## src/rtl/pll_sequencer.sv

```systemverilog
// PLL bring-up sequencer: reset hold, lock wait with timeout, lock qualification, run and retry handling.
// Optional PLL_SEQ_BYPASS_FALLBACK_EN: once retries are exhausted, fall back to PLL bypass instead of parking in FAULT.
module pll_sequencer #(
  parameter int unsigned RST_CYCLES    = 16,
  parameter int unsigned LOCK_TIMEOUT  = 4096,
  parameter int unsigned STABLE_CYCLES = 256,
  parameter int unsigned MAX_RETRIES   = 3
) (
  input  logic       clk,
  input  logic       resetb,
  input  logic       pll_lock,
  input  logic       relock_req,
  output logic       pll_resetb,
  output logic       pll_bypass,
  output logic       ready,
  output logic [2:0] state,
  output logic [7:0] lock_loss_cnt
);

  typedef enum logic [2:0] {
    ST_HOLD   = 3'd0,
    ST_WAIT   = 3'd1,
    ST_STABLE = 3'd2,
    ST_RUN    = 3'd3,
    ST_FAULT  = 3'd4,
    ST_BYPASS = 3'd5
  } state_t;

  localparam logic [15:0] RST_LAST     = 16'(RST_CYCLES - 1);
  localparam logic [15:0] TIMEOUT_LAST = 16'(LOCK_TIMEOUT - 1);
  localparam logic [15:0] STABLE_LAST  = 16'(STABLE_CYCLES - 1);
  localparam logic [3:0]  RETRY_LIMIT  = 4'(MAX_RETRIES);

  state_t      state_reg, state_next;
  logic [15:0] cnt_reg, cnt_next;
  logic [3:0]  retry_reg, retry_next, retry_inc;
  logic [7:0]  loss_cnt_reg;
  logic        loss_inc;
  logic        sync1_reg, lock_s;
  logic        enter;

  // {pll_resetb, pll_bypass, ready} for a given state
  function automatic logic [2:0] outs(input state_t s);
    case (s)
      ST_WAIT, ST_STABLE: outs = 3'b100;
      ST_RUN:             outs = 3'b101;
      ST_BYPASS:          outs = 3'b011;
      default:            outs = 3'b000;
    endcase
  endfunction

  always_comb begin
    state_next = state_reg;
    retry_next = retry_reg;
    retry_inc  = retry_reg + 4'd1;
    loss_inc   = 1'b0;
    if (relock_req) begin
      state_next = ST_HOLD;
      retry_next = 4'd0;
    end else begin
      case (state_reg)
        ST_HOLD: if (cnt_reg == RST_LAST) state_next = ST_WAIT;
        ST_WAIT: begin
          if (lock_s)                        state_next = ST_STABLE;
          else if (cnt_reg == TIMEOUT_LAST)  state_next = ST_FAULT;
        end
        ST_STABLE: begin
          if (!lock_s) begin
            state_next = ST_WAIT;
          end else if (cnt_reg == STABLE_LAST) begin
            state_next = ST_RUN;
            retry_next = 4'd0;
          end
        end
        ST_RUN: begin
          if (!lock_s) begin
            state_next = ST_HOLD;
            loss_inc   = 1'b1;
          end
        end
        ST_FAULT: begin
          // An exhausted retry count parks here until relock_req or reset.
          if (retry_reg < RETRY_LIMIT) begin
            retry_next = retry_inc;
            if (retry_inc < RETRY_LIMIT) state_next = ST_HOLD;
`ifdef PLL_SEQ_BYPASS_FALLBACK_EN
            else                         state_next = ST_BYPASS;
`else
            else                         state_next = ST_FAULT;
`endif
          end
        end
`ifdef PLL_SEQ_BYPASS_FALLBACK_EN
        ST_BYPASS: state_next = ST_BYPASS;
`endif
        default: state_next = ST_HOLD;
      endcase
    end
  end

  assign enter    = relock_req || (state_next != state_reg);
  assign cnt_next = enter ? 16'd0 : cnt_reg + 16'd1;

  always_ff @(posedge clk or negedge resetb) begin
    if (!resetb) begin
      sync1_reg    <= 1'b0;
      lock_s       <= 1'b0;
      state_reg    <= ST_HOLD;
      cnt_reg      <= 16'd0;
      retry_reg    <= 4'd0;
      loss_cnt_reg <= 8'd0;
      pll_resetb   <= 1'b0;
      pll_bypass   <= 1'b0;
      ready        <= 1'b0;
    end else begin
      sync1_reg <= pll_lock;
      lock_s    <= sync1_reg;
      state_reg <= state_next;
      cnt_reg   <= cnt_next;
      retry_reg <= retry_next;
      if (loss_inc && (loss_cnt_reg != 8'hFF)) loss_cnt_reg <= loss_cnt_reg + 8'd1;
      {pll_resetb, pll_bypass, ready} <= outs(state_next);
    end
  end

  assign state         = state_reg;
  assign lock_loss_cnt = loss_cnt_reg;

endmodule

```

## config.mk

```make
export PLATFORM = sky130hd
export DESIGN_NAME = pll_sequencer
export DESIGN_NICKNAME = d
export VERILOG_FILES = /design/src/rtl/pll_sequencer.sv
export SDC_FILE = /design/constraint.sdc
export NUM_CORES = 1
export LEC_CHECK = 0
export CORE_ASPECT_RATIO = 1.25
export CORE_MARGIN = 3
export CORE_UTILIZATION = 35
export CTS_BUF_LIST = sky130_fd_sc_hd__clkbuf_4
export DETAILED_ROUTE_END_ITERATION = 12
export HOLD_SLACK_MARGIN = 0.15
export PLACE_DENSITY = 0.63
export RECOVER_POWER = 50
export SLEW_MARGIN = 20
export SYNTH_ARGS = -nofsm -noshare
export SYNTH_HDL_FRONTEND = slang
export SYNTH_SLANG_ARGS = --single-unit
```

## constraint.sdc

```tcl
create_clock -name clk -period 2.4 [get_ports clk]
set_input_delay 0.48 -clock clk [delete_from_list [all_inputs] [get_ports clk]]
set_output_delay 0.48 -clock clk [all_outputs]
set_load 0.02 [all_outputs]
```

# [Yosys cells after proc, flatten, opt, wreduce, memory -nomap -nowiden]
# Index checks and enable logic that the tools add are counted.
[op_classes] addsub=3 n_mul=0 div=0 n_lt_le_gt_ge=2 n_eq_ne=16 n_shift=0 mux=20 bitwise_logic=0 n_reduce_logical=6
[op_table] op="$mux W3" n=9
[op_table] op="$add A16 B1 Y16 const B" n=1
[op_table] op="$eq A16 B12 Y1 const B" n=1
[op_table] op="$eq A16 B4 Y1 const B" n=1
[op_table] op="$eq A16 B8 Y1 const B" n=1
[op_table] op="$mux W16" n=1
[op_table] op="$mux W4" n=4
[op_table] op="$pmux W3 S5" n=1
[op_table] op="$eq A3 B2 Y1 const B" n=4
[op_table] op="$ne A3 B3 Y1 const B" n=3
[op_table] op="$pmux W3 S3" n=1
[op_table] op="$add A8 B1 Y8 const B" n=1
[op_table] op="$lt A4 B2 Y1 const B" n=2
[op_table] op="$ne A8 B8 Y1 const B" n=1
[op_table] op="$pmux W4 S2" n=1
[op_table] op="$eq A3 B1 Y1 const B" n=2
[op_table] op="$eq A3 B3 Y1 const B" n=2
[op_table] op="$add A4 B1 Y4 const B" n=1
[op_table] op="$reduce_and A4 Y1" n=1
[op_table] op="$logic_not A3 Y1" n=1
[op_table] op="$mux W1" n=3
[op_table] op="$ne A3 B3 Y1" n=1
[op_table] op="$reduce_bool A3 Y1" n=1
[op_table] op="$reduce_or A2 Y1" n=1
[op_table] op="other kinds (2)" n=2
[word_totals] ff_bits=36 latchBits=0 ram_bits=0 romBits=0 inputBits=4 mem_count=0

# [Depth between registers and ports, before layout]
# Gate-level depths: netlist of run 1.
[logic_depth] depth_word=9 depth_mapped=8

# [Least setup slack after synthesis of run 1]
# No wires, ideal clock.
[synth_path] path_type="register to register" start="register cnt_reg[13]" end="register cnt_reg[10]" setup_time_ps=79 arrival_time_ps=2180 slack_ps=141 path_stages_with_launch=8 n_path_buf=2 period_less_slack_ps=2259 path_cell_list="dfrtp_1 -> or4_4 -> or4_1 -> a21oi_1 -> o31a_1 -> buf_6 -> buf_12 -> mux2i_1"
[synth_between] elab_chain_len=8
[synth_lines] item="from (decl)" line="35" source="logic [15:0] cnt_reg, cnt_next;"
[synth_lines] item="from (signal assigned)" line="119" source="cnt_reg <= cnt_next;"
[synth_lines] item="$eq A16 B8 Y1 / $eq A16 B12 Y1 (equally long branches)" line="70, 65"
[synth_lines] item="$mux W3, on equally long branches" line="70, 65"
[synth_lines] item="$mux W3, on equally long branches" line="68, 64"
[synth_lines] item="$pmux W3 S5 *" line="61" source="case (state_reg)"
[synth_lines] item="$mux W3 *" line="57" source="if (relock_req) begin"
[synth_lines] item="net state_next[0]" line="34" source="state_t state_reg, state_next;"
[synth_lines] item="$ne A3 B3 Y1 *" line="101" source="assign enter = relock_req || (state_next != state_reg);"
[synth_lines] item="$logic_or A1 B1 Y1 *" line="101"
[synth_lines] item="$mux W16 *" line="102" source="assign cnt_next = enter ? 16'd0 : cnt_reg + 16'd1;"
[synth_lines] item="net cnt_next[10]" line="35"
# The timed path passes the listed nets; every way through them passes the cells marked *.
# A chain may end at the register's enable or synchronous reset.

# [Final worst setup path of run 1]
[layout_path] start="register cnt_reg[9]" end="register cnt_reg[9]"
[layout_between] elab_chain_len=8
[layout_lines] item="$eq A16 B8 Y1 / $eq A16 B12 Y1 (equally long branches)" line="70, 65"
[layout_lines] item="$mux W3, on equally long branches" line="70, 65"
[layout_lines] item="$mux W3, on equally long branches" line="68, 64"
[layout_lines] item="$pmux W3 S5" line="61"
[layout_lines] item="$mux W3" line="57"
[layout_lines] item="$ne A3 B3 Y1" line="101"
[layout_lines] item="$logic_or A1 B1 Y1" line="101"
[layout_lines] item="$mux W16 *" line="102"
[layout_lines] item="net cnt_next[9]" line="35"
# Marked as above.

==> summary.txt, run 1 <==
Final layout
  • Max reg flops: 16
  • Post-route cell area: roughly 2500 um2
  • Commonest non-fill, non-tap cell in the layout: dfrtp_1
  • Non-Filler Instances: a little over 300
  • # fillers: about 530
  • Most frequent cells in the layout: 36 x dfrtp_1, 32 x nand3_1, 16 x mux2i_1, 16 x buf_4, 15 x clkdlybuf4s50_1
  • Fraction of layout cells with a size suffix above 1: 0.155
  • Final net count: 252
  • ANT cells: 0
  • Area Growth Syn to Fin: 22.7%

Logic synthesis
  • FF+latch count, synth: 36
  • Unique masters post-synth: a little over 40
  • Syn. warnings: 0
  • Top-area cell type share of the netlist area: 0.441
  • Sequential area share after synthesis: 0.441
  • Area leader, netlist: dfrtp_1
  • Synth area leaders: dfrtp_1 44%, nand3_1 8.1%, mux2i_1 7.8%
  • Mean Syn Cell Area: 9.64 um2
  • Synthesized cell area: between 2000 and 2500 um2
  • Top FF cell, synth: dfrtp_1
  • Post-synth EDFFs: 0
  • Syn Nets: 220
  • Post-Synthesis Cells: 212
  • Asr flop ratio synth: 1.00

Die
  • Ports: 18
  • Die area: 6800 um2
  • Row cnt: 30
  • Die width: approximately 74 um
  • Initial Utilization: 0.368
  • Core area: between 5000 and 6000 um2
  • Die height: between 90 and 100 um

Worst setup path
  • Slowest cell on crit path: or4_4
  • Setup crit start kind: flop
  • Critical path fanouts, max: 4
  • Critical Path Sink Type: flop
  • Crit Path Class: flop to flop
  • Crit path top cell by count: or4_4
  • Max stage delay on crit path: about 0.56 ns
  • Delay-heaviest family, CP: simple AND/OR/NAND/NOR gates
  • CP bufs+invs: 2
  • Worst-path cell chain: or4_4 -> or4_4 -> a21oi_2 -> o31a_1 -> buf_4 -> buf_6 -> mux2i_1
  • Critical Path AT: 2.61 ns
  • Worst endpoint required time: about 2.7 ns

Global routing
  • Gr ovfl total: 0
  • GRT met3 Usage: 0.0299
  • Vias in the first global route: around 1600
  • First-pass GRT wire length: approximately 7400 um
  • All-Layer GR Usage: 0.137
  • Met1 global-route usage: 0.170
  • Largest net degree at the start of global routing: 37
  • GRT Max-Usage Layer: met2
  • Initial antenna violation count: 0
  • Met2 Usage GRT: 0.227

STA
  • Clock Skew: approximately 0.0045 ns
  • Final worst path period need: about 2.3 ns
  • Slew HR: 0.391
  • Final hold vios: 0
  • Setup ws final: around 0.063 ns
  • RSZ-0062 raised after global routing: true
  • Final setup fails: 0
  • Setup tns final: 0 ns
  • Final period util: 0.974
  • Worst-Margin Slew: between 0.9 and 1 ns
  • Final max-slew violation count: 0
  • Fmax: 428 MHz

Clock tree
  • CTS tree: done
  • Root Driver: clkbuf_4
  • CTS Buf Count: 5
  • Worst skew pair latency: between 0.3 and 0.4 ns
  • # H-tree levels: 2
  • Reg clk slew, reported paths: between 0.1 and 0.15 ns
  • Hold Buf Count CTS: 0
  • Worst-case clock buffer depth: 2
  • Clk sinks: 36

Outcome
  • Status: complete, no violations

Routing
  • Antenna viol nets, final: 0
  • Initial DRC Count: 58
  • DRC Markers: 0
  • WL/cell: 14.1 um
  • DRT Wirelength: roughly 4400 um
  • Vias: about 1700
  • TritonRoute pass-1 iters: 4
  • Drt via density: 5.37

Min path
  • Hold WC Path Type: flop to flop

Pwr
  • Lkg Pwr: about 1.0 nW
  • Max rail drop VDD: between 150 and 200 uV
  • Overall Power: between 0.001 and 0.0015 W
  • PD cells: ~450 nW/um2

Job
  • Max_cap viols: 0

Place
  • Post-DP Area: roughly 2300 um2
  • Post-DP HPWL: roughly 2800 um
  • Pre-CTS setup slack: a little under 0.05 ns
  • Gpl congestion: 0.785
  • Count of input and output buffers: 17
  • Placed cell count: 292
==> timing repair <==
item / in CTS / in global routing
resized for setup: 0 / 5
setup endpoints to repair: 0 / 20
setup buffers: 0 / 8
==> cells by family (layout without fill, tap and decap cells) <==
kind of cell	after synthesis	in the layout	share of synthesized area
AO/OA/AOI/OAI	16	16	0.0520
XOR/XNOR	20	20	0.0857
adder cells (fa/ha/maj)	4	4	0.0245
buffers and inverters	18	51	0.0447
flip-flops	36	36	0.441
multiplexers	17	17	0.0838
other	1	1	0.00183
AND/OR/NAND/NOR	100	100	0.267
==> metal layers <==
layer / routed length, um / part of all wire / vias up
li1: - / - / 820
met1: 2040 / 0.47 / 811
met2: 2160 / 0.49 / 23
met3: 98 / 0.022 / 5
met4: 69 / 0.016 / 0
met5: 0 / 0 / -
==> report_power, final <==
| part | total (W) | switching (W) | leakage, nW | internal, W |
|---|---|---|---|---|
| registers | 0.000623 | 0.00000864 | 0.489 | 0.000615 |
| logic | 0.0000552 | 0.0000356 | 0.519 | 0.0000196 |
| clock network | 0.000441 | 0.000224 | 0.0412 | 0.000217 |
==> synth_stat cells, drive strengths merged (4+ instances only) <==
library cell,n
mux2i,16
nand4,4
a21oi,4
or4,5
xnor2,8
clkbuf,10
xor2,12
inv,6
nor3,6
dfrtp,36
nor2,14
ha,4
nand3,33
nor4,7
nand2,14
==> worst reg2reg max path, cell delays in order (launching register included) <==
cell and delay [ns]:
dfrtp_1 0.43, or4_4 0.56, or4_4 0.53, a21oi_2 0.13, o31a_1 0.16, buf_4 0.13, buf_6 0.12, mux2i_1 0.20
==> area by class of cell <==
class                   instances  area (um2)  share of cell area
clock buffers                   5        37.5              0.0150
inverters                       6        22.5             0.00898
flip-flops and latches         36         901               0.359
clock inverters                 3        42.5              0.0170
repair buffers                 37         352               0.140
well taps                      64        80.1              0.0319
multi-input cells             158        1070               0.428
==> path summary, 6_finish.rpt <==
kind / slack (ns) / to / cells after the start / start
max in group asynchronous: 1.06 / cnt_reg[12]$_DFF_PN0_ / 2 / resetb
min in group asynchronous: 0.77 / lock_loss_cnt[3]$_DFFE_PN0P_ / 2 / resetb
min reg2reg: 0.37 / lock_s$_DFF_PN0_ / 0 / sync1_reg$_DFF_PN0_
min: 0.37 / lock_s$_DFF_PN0_ / 0 / sync1_reg$_DFF_PN0_
max: 0.06 / cnt_reg[9]$_DFF_PN0_ / 7 / cnt_reg[9]$_DFF_PN0_
max reg2reg: 0.06 / cnt_reg[9]$_DFF_PN0_ / 7 / cnt_reg[9]$_DFF_PN0_
==> through the flow <==
stage	hold slack [ns]	utilization
after CTS	0.374	0.433
after global routing	0.389	0.452
after detailed placement	0.346	0.419
after floorplan	0.184	-
after global placement	0.344	0.419
final	0.367	0.452
No activity file was read; power rests on OpenSTA's default activity.
==> run 2, diff against run 1 <==
GPL_ROUTABILITY_DRIVEN = 0   (was not set)
==> results of run 2 <==
Final layout, timing and power as in run 1 (identical DEF).
==> run 3, diff against run 2 <==
CORE_MARGIN = 5   (was 3)
==> run 3 against run 2 <==
Register-to-register slack about the same. Die area increased by 10%. Combinational power about the same. Core utilization decreased by 2.7 points. Wire length decreased by 1.4%.
==> summary.txt, run 3 (synthesis results as in run 1) <==
Die
  • Core area: 5740 um2 (was 5560 um2)
  • Ports: 18 (unchanged)
  • Die height: 95.5 um (was 91.5 um)
  • Initial Utilization: 0.356 (was 0.368)
  • Die area: 7480 um2 (was 6800 um2)
  • Row cnt: 31 (was 30)
  • Die width: 78.4 um (was 74.4 um)

Pwr
  • Max rail drop VDD: 172 uV (was 178 uV)
  • Share of power burned in registers: 0.555 (was 0.557)
  • Combinational power share: 0.049 (about the same)
  • Lkg Pwr: 1.01 nW (was 1.05 nW)
  • Sw Share: 0.229 (was 0.239)
  • Psw: 0.000257 W (was 0.000268 W)
  • PD cells: 460 nW/um2 (was 446 nW/um2)
  • Clock Power Share: 0.396 (was 0.394)
  • Pint: 0.000865 W (was 0.000851 W)

Clock tree
  • Worst skew pair latency: 0.35 ns (about the same)
  • CTS Buf Count: 5 (unchanged)
  • Root Driver: clkbuf_4 (unchanged)
  • CTS tree: done (unchanged)
  • # H-tree levels: 2 (unchanged)
  • Worst-case clock buffer depth: 2 (unchanged)
  • Clk sinks: 36 (unchanged)
  • Hold Buf Count CTS: 0 (unchanged)
  • Reg clk slew, reported paths: 0.13 ns (was 0.12 ns)

Global routing
  • Largest net degree at the start of global routing: 37 (unchanged)
  • Vias in the first global route: 1631 (was 1629)
  • Gr ovfl total: 0 (unchanged)
  • Initial antenna violation count: 1 (was 0)
  • All-Layer GR Usage: 0.126 (was 0.137)
  • First-pass GRT wire length: 7450 um (was 7440 um)

STA
  • Final hold vios: 0 (unchanged)
  • Slew HR: 0.404 (was 0.391)
  • Hold Slack: 0.401 ns (was 0.367 ns)
  • Clock Skew: 0.0162 ns (was 0.00452 ns)
  • Final period util: 0.978 (was 0.974)
  • Final setup fails: 0 (unchanged)
  • Final max-slew violation count: 0 (unchanged)
  • Fmax: 426 MHz (was 428 MHz)
  • Worst-Margin Slew: 0.894 ns (was 0.913 ns)
  • Final worst path period need: 2.35 ns (was 2.34 ns)
  • RSZ-0062 raised after global routing: true (unchanged)

Place
  • Placed cell count: 294 (was 292)
  • Post-DP Area: 2330 um2 (about the same)
  • Count of input and output buffers: 17 (unchanged)
  • Post-DP HPWL: 2940 um (was 2790 um)

Final layout
  • Non-Filler Instances: 305 (was 309)
  • Max reg flops: 16 (unchanged)
  • # fillers: 582 (was 532)
  • Post-route cell area: 2440 um2 (was 2510 um2)
  • Most frequent cells in the layout: 36 x dfrtp_1, 32 x nand3_1, 16 x mux2i_1, 15 x clkdlybuf4s50_1 (was 36 x dfrtp_1, 32 x nand3_1, 16 x mux2i_1, 16 x buf_4, 15 x clkdlybuf4s50_1)
  • Final net count: 245 (was 252)
  • Area Growth Syn to Fin: 19.3% (was 22.7%)
  • Commonest non-fill, non-tap cell in the layout: dfrtp_1 (unchanged)
  • Multi-input gate area: 1070 um2 (about the same)
  • Register Area: 901 um2 (unchanged)
  • Fraction of layout cells with a size suffix above 1: 0.126 (was 0.155)

Worst setup path
  • Critical path fanouts, max: 13 (was 4)
  • Worst endpoint required time: 2.67 ns (about the same)
  • Critical Path Sink Type: flop (unchanged)
  • Reg2reg setup slack: 0.05 ns (was 0.06 ns)
  • Setup crit start kind: flop (unchanged)
  • Critical Path AT: 2.61 ns (about the same)
  • Crit Path Class: flop to flop (unchanged)

Routing
  • Drt via density: 5.42 (was 5.37)
  • DRT Wirelength: 4310 um (was 4370 um)
  • Initial DRC Count: 78 (was 58)
  • WL/cell: 14.1 um (about the same)
  • TritonRoute pass-1 iters: 6 (was 4)
  • DRC Markers: 0 (unchanged)
  • Antenna viol nets, final: 0 (unchanged)
  • Vias: 1653 (was 1659)

Outcome
  • Status: complete, no violations (unchanged)

Min path
  • Hold WC Path Type: flop to flop (unchanged)

Job
  • Max_cap viols: 0 (unchanged)
==> run 3: cell count changes in the layout (fill, tap and decap cells not counted), sizes merged <==
cell / previous run / this run
clkinvlp: 1 / 0
diode: 0 / 1
buf: 18 / 12
==> run 3: worst max-delay path, stage by stage, from the launching register on <==
cell	delay [ns]
dfrtp_1	0.43
or4_4	0.56
or4_4	0.53
a21oi_2	0.15
o31a_1	0.24
buf_12	0.18
mux2i_1	0.19
==> run 3: final timing paths <==
| path | cells after the start | start | endpoint |
|---|---|---|---|
| max | 6 | cnt_reg[12]$_DFF_PN0_ | cnt_reg[15]$_DFF_PN0_ |
| min | 0 | sync1_reg$_DFF_PN0_ | lock_s$_DFF_PN0_ |
| max reg2reg | 6 | cnt_reg[12]$_DFF_PN0_ | cnt_reg[15]$_DFF_PN0_ |
| min reg2reg | 0 | sync1_reg$_DFF_PN0_ | lock_s$_DFF_PN0_ |
| max in group asynchronous | 2 | resetb | retry_reg[2]$_DFFE_PN0P_ |
| min in group asynchronous | 2 | resetb | cnt_reg[7]$_DFF_PN0_ |
==> run 3: cell type report <==
type	instances	share of cell area
multi-input combinational	158	0.438
sequential	36	0.369
timing repair buffer	30	0.115
tap	66	0.0338
clock buffer	6	0.0185
clock inverter	2	0.0144
inverter	6	0.00923
antenna	1	0.00103
==> run 3: layer usage <==
metal	wire (um)	vias to the layer above	part of all wire	GRT usage
met4	72	0	0.017	0.0525
met3	121	5	0.028	0.0284
met1	1850	816	0.43	0.139
li1	-	807	-	-
met2	2260	25	0.52	0.234
met5	0	-	0	0
==> run 3: power by group through the flow <==
| stage | Combinational, W | Sequential (W) | Clock, W |
|---|---|---|---|
| CTS | 0.0000575 | 0.000623 | 0.000451 |
| floorplan | 0.0000242 | 0.000636 | 0 |
| detailed placement | 0.0000573 | 0.000635 | 0 |
| global placement | 0.0000567 | 0.000634 | 0 |
| finish | 0.0000551 | 0.000623 | 0.000444 |
| global route | 0.0000630 | 0.000625 | 0.000481 |
==> run 3: timing repair <==
item / CTS / global route
setup endpoints to repair: 0 / 10
gates resized for setup: 0 / 4
setup buffers: 0 / 2
==> run 3: through the flow <==
stage | worst slack (ns) | total power [W] | TNS, ns | utilization
5_1_grt | -0.0446 | 0.00117 | -0.253 | 0.425
4_1_cts | 0.0571 | 0.00113 | 0 | 0.420
2_1_floorplan | 0.141 | 0.000660 | 0 | -
3_5_place_dp | 0.0922 | 0.000692 | 0 | 0.406
6_report | 0.0534 | 0.00112 | 0 | 0.425
3_3_place_gp | 0.153 | 0.000691 | 0 | 0.406
==> edit (flow settings as in run 1) <==
Build with the macro `PLL_SEQ_BYPASS_FALLBACK_EN` defined.
--- a/src/rtl/pll_sequencer.sv
+++ b/src/rtl/pll_sequencer.sv
@@ -1,5 +1,7 @@
 // PLL bring-up sequencer: reset hold, lock wait with timeout, lock qualification, run and retry handling.
 // Optional PLL_SEQ_BYPASS_FALLBACK_EN: once retries are exhausted, fall back to PLL bypass instead of parking in FAULT.
+`define PLL_SEQ_BYPASS_FALLBACK_EN
+
 module pll_sequencer #(
   parameter int unsigned RST_CYCLES    = 16,
   parameter int unsigned LOCK_TIMEOUT  = 4096,
Check against the original RTL: no difference found for any inputs over 10 cycles, from zero or initial values and one cycle with resetb low; that may be too few to reach the edited logic, so the function may still have changed.
==> edit against run 1 <==
- routed wire length down 19%
- clock skew up 0.0058 ns
- sequential share of layout area up 4.0 points
- first-iteration DRC count down 34%
- worst setup slack better by 0.043 ns
- total power down 2.8%
- design area down 10%
- core utilization up 0.89 points
- largest power group unchanged
- sequential cell count unchanged
- area after synthesis down 10%
==> edit: results (changes against run 1) <==
[power]
leakage_uw = 0.000948  ; -9.7%
p_sw_frac = 0.222  ; -0.0171
max-vdd-ir-drop_mv = 0.283  ; +59%

[worst_setup_path]
cp_slowest_cell = or4_4
r2r_start = cnt_reg[12]
cp.arrival_ns = 2.55  ; -0.06 ns
critPathMaxFanout = 16  ; +12
reg2reg_depth = 6  ; -1
cpPeakStageDelay_ns = 0.58  ; +0.02 ns
critPathTopFamily = simple AND/OR/NAND/NOR gates
cp-start-kind = flop
ff2ff_setup_slack_ns = 0.11  ; +0.04 ns
cp-endpoint = cnt_reg[1]

[global_routing]
grt_max_degree = 37  ; unchanged
grt_use_met3 = 0.0277  ; -0.00219
grt_pass1_wl_um = 6330  ; -15%
use_met2 = 0.236  ; +0.00901
track_usage = 0.130  ; -0.00769
grt_use_met1 = 0.144  ; -0.0262

[route]
wl_met2_um = 1850  ; -14%
m1WireLength_um = 1550  ; -24%
route.met3.wl_um = 94  ; -4.1%
routedWlPerCell_um = 13.4  ; -5.2%
firstDrtPassIters = 4  ; unchanged
top_layer_used = met4
drt_iter0_drc = 38  ; -34%
via_count = 1412  ; -15%

[layout]
n_antenna_cell = 0  ; unchanged
layout-drive-gt1-share = 0.205  ; +0.0498
instances_no_fill = 265  ; -14%
largest_register_ffs = 16  ; unchanged
nets = 212  ; -16%

[placed_design]
dp.cells = 257  ; -12%
io_buffers = 17  ; unchanged
gp_congestion = 0.779  ; -0.82%
hpwl_um = 2610  ; -6.4%

[clock_tree]
clk_pin_slew_ns = 0.11
postCtsSetupBuffers = 0  ; unchanged
clk_path_buf_depth = 2  ; unchanged

[synth]
synth_warnings = 0  ; unchanged
synth_fp_nets = 178  ; -19%
synthTopCellsByArea = dfrtp_1, xnor2_1, a21oi_2
syn_avg_cell_area_sq_um = 10.8  ; +12%
ys_seq_area_frac = 0.491  ; +0.0505
synth_flop_cell = dfrtp_1
synth.cells.most_frequent = dfrtp_1, xnor2_1, a21oi_1, a21oi_2, nor2_1
synth_cell_types = 43  ; +4.9%

[sta]
fin_worst_skew_ns = 0.0103  ; +0.00580 ns
hold_viol = 0  ; unchanged
max_slew_margin = 0.407  ; +0.0151

[status]
status = finished clean

[min_path]
hold_class = flop to flop

-- edit: cell count changes in the layout (fill, tap and decap cells not counted), moves of 7 or more --
cell     change
a21oi_1      +9
a21oi_2      +8
mux2i_1     -15
nand3_1     -27
xnor2_1      +8
xor2_1       -7
-- edit: logic make-up after synthesis --
group,share of synthesized area
AOI/OAI and AO/OA,0.126
xor gates and xnor gates,0.100
adders and majority gates,0.0273
buffers and inverters,0.0416
DFF,0.491
muxes,0.0116
and+or+nand+nor,0.202
-- edit: final cells by class --
| cell class | count | area, sq um |
|---|---|---|
| Multi-Input combinational cell | 121 | 876 |
| Timing Repair Buffer | 32 | 297 |
| Clock buffer | 5 | 37.5 |
| Fill cell | 484 | 2650 |
| Clock inverter | 3 | 42.5 |
| Tap cell | 60 | 75.1 |
| Inverter | 8 | 30.0 |
| Sequential cell | 36 | 901 |
-- edit: power by group through the flow --
stage          Combinational (uW)  Sequential, uW  Clock (uW)
3_5_place_dp                 44.5             633           0
2_1_floorplan                21.5             632           0
6_report                     43.0             621         424
5_1_grt                      48.5             623         469
3_3_place_gp                 43.6             633           0
4_1_cts                      44.3             621         446
-- edit: worst min-delay path by stage --
| stage | from | endpoint | slack (ns) |
|---|---|---|---|
| final | sync1_reg | lock_s | 0.37 |
| after global routing | sync1_reg | lock_s | 0.39 |
| after CTS | sync1_reg | lock_s | 0.38 |
| after detailed placement | sync1_reg | lock_s | 0.35 |
| after global placement | sync1_reg | lock_s | 0.35 |
| after floorplan | resetb | cnt_reg[0] | 0.18 |
-- edit: stage by stage --
stage	cell area, sq um	setup WS (ns)	hold slack, ns
final	2260	0.106	0.372
after global routing	2260	0.0258	0.385
after CTS	2240	0.0503	0.379
after detailed placement	2160	0.0810	0.354
after global placement	2160	0.170	0.346
after floorplan	1830	0.118	0.184
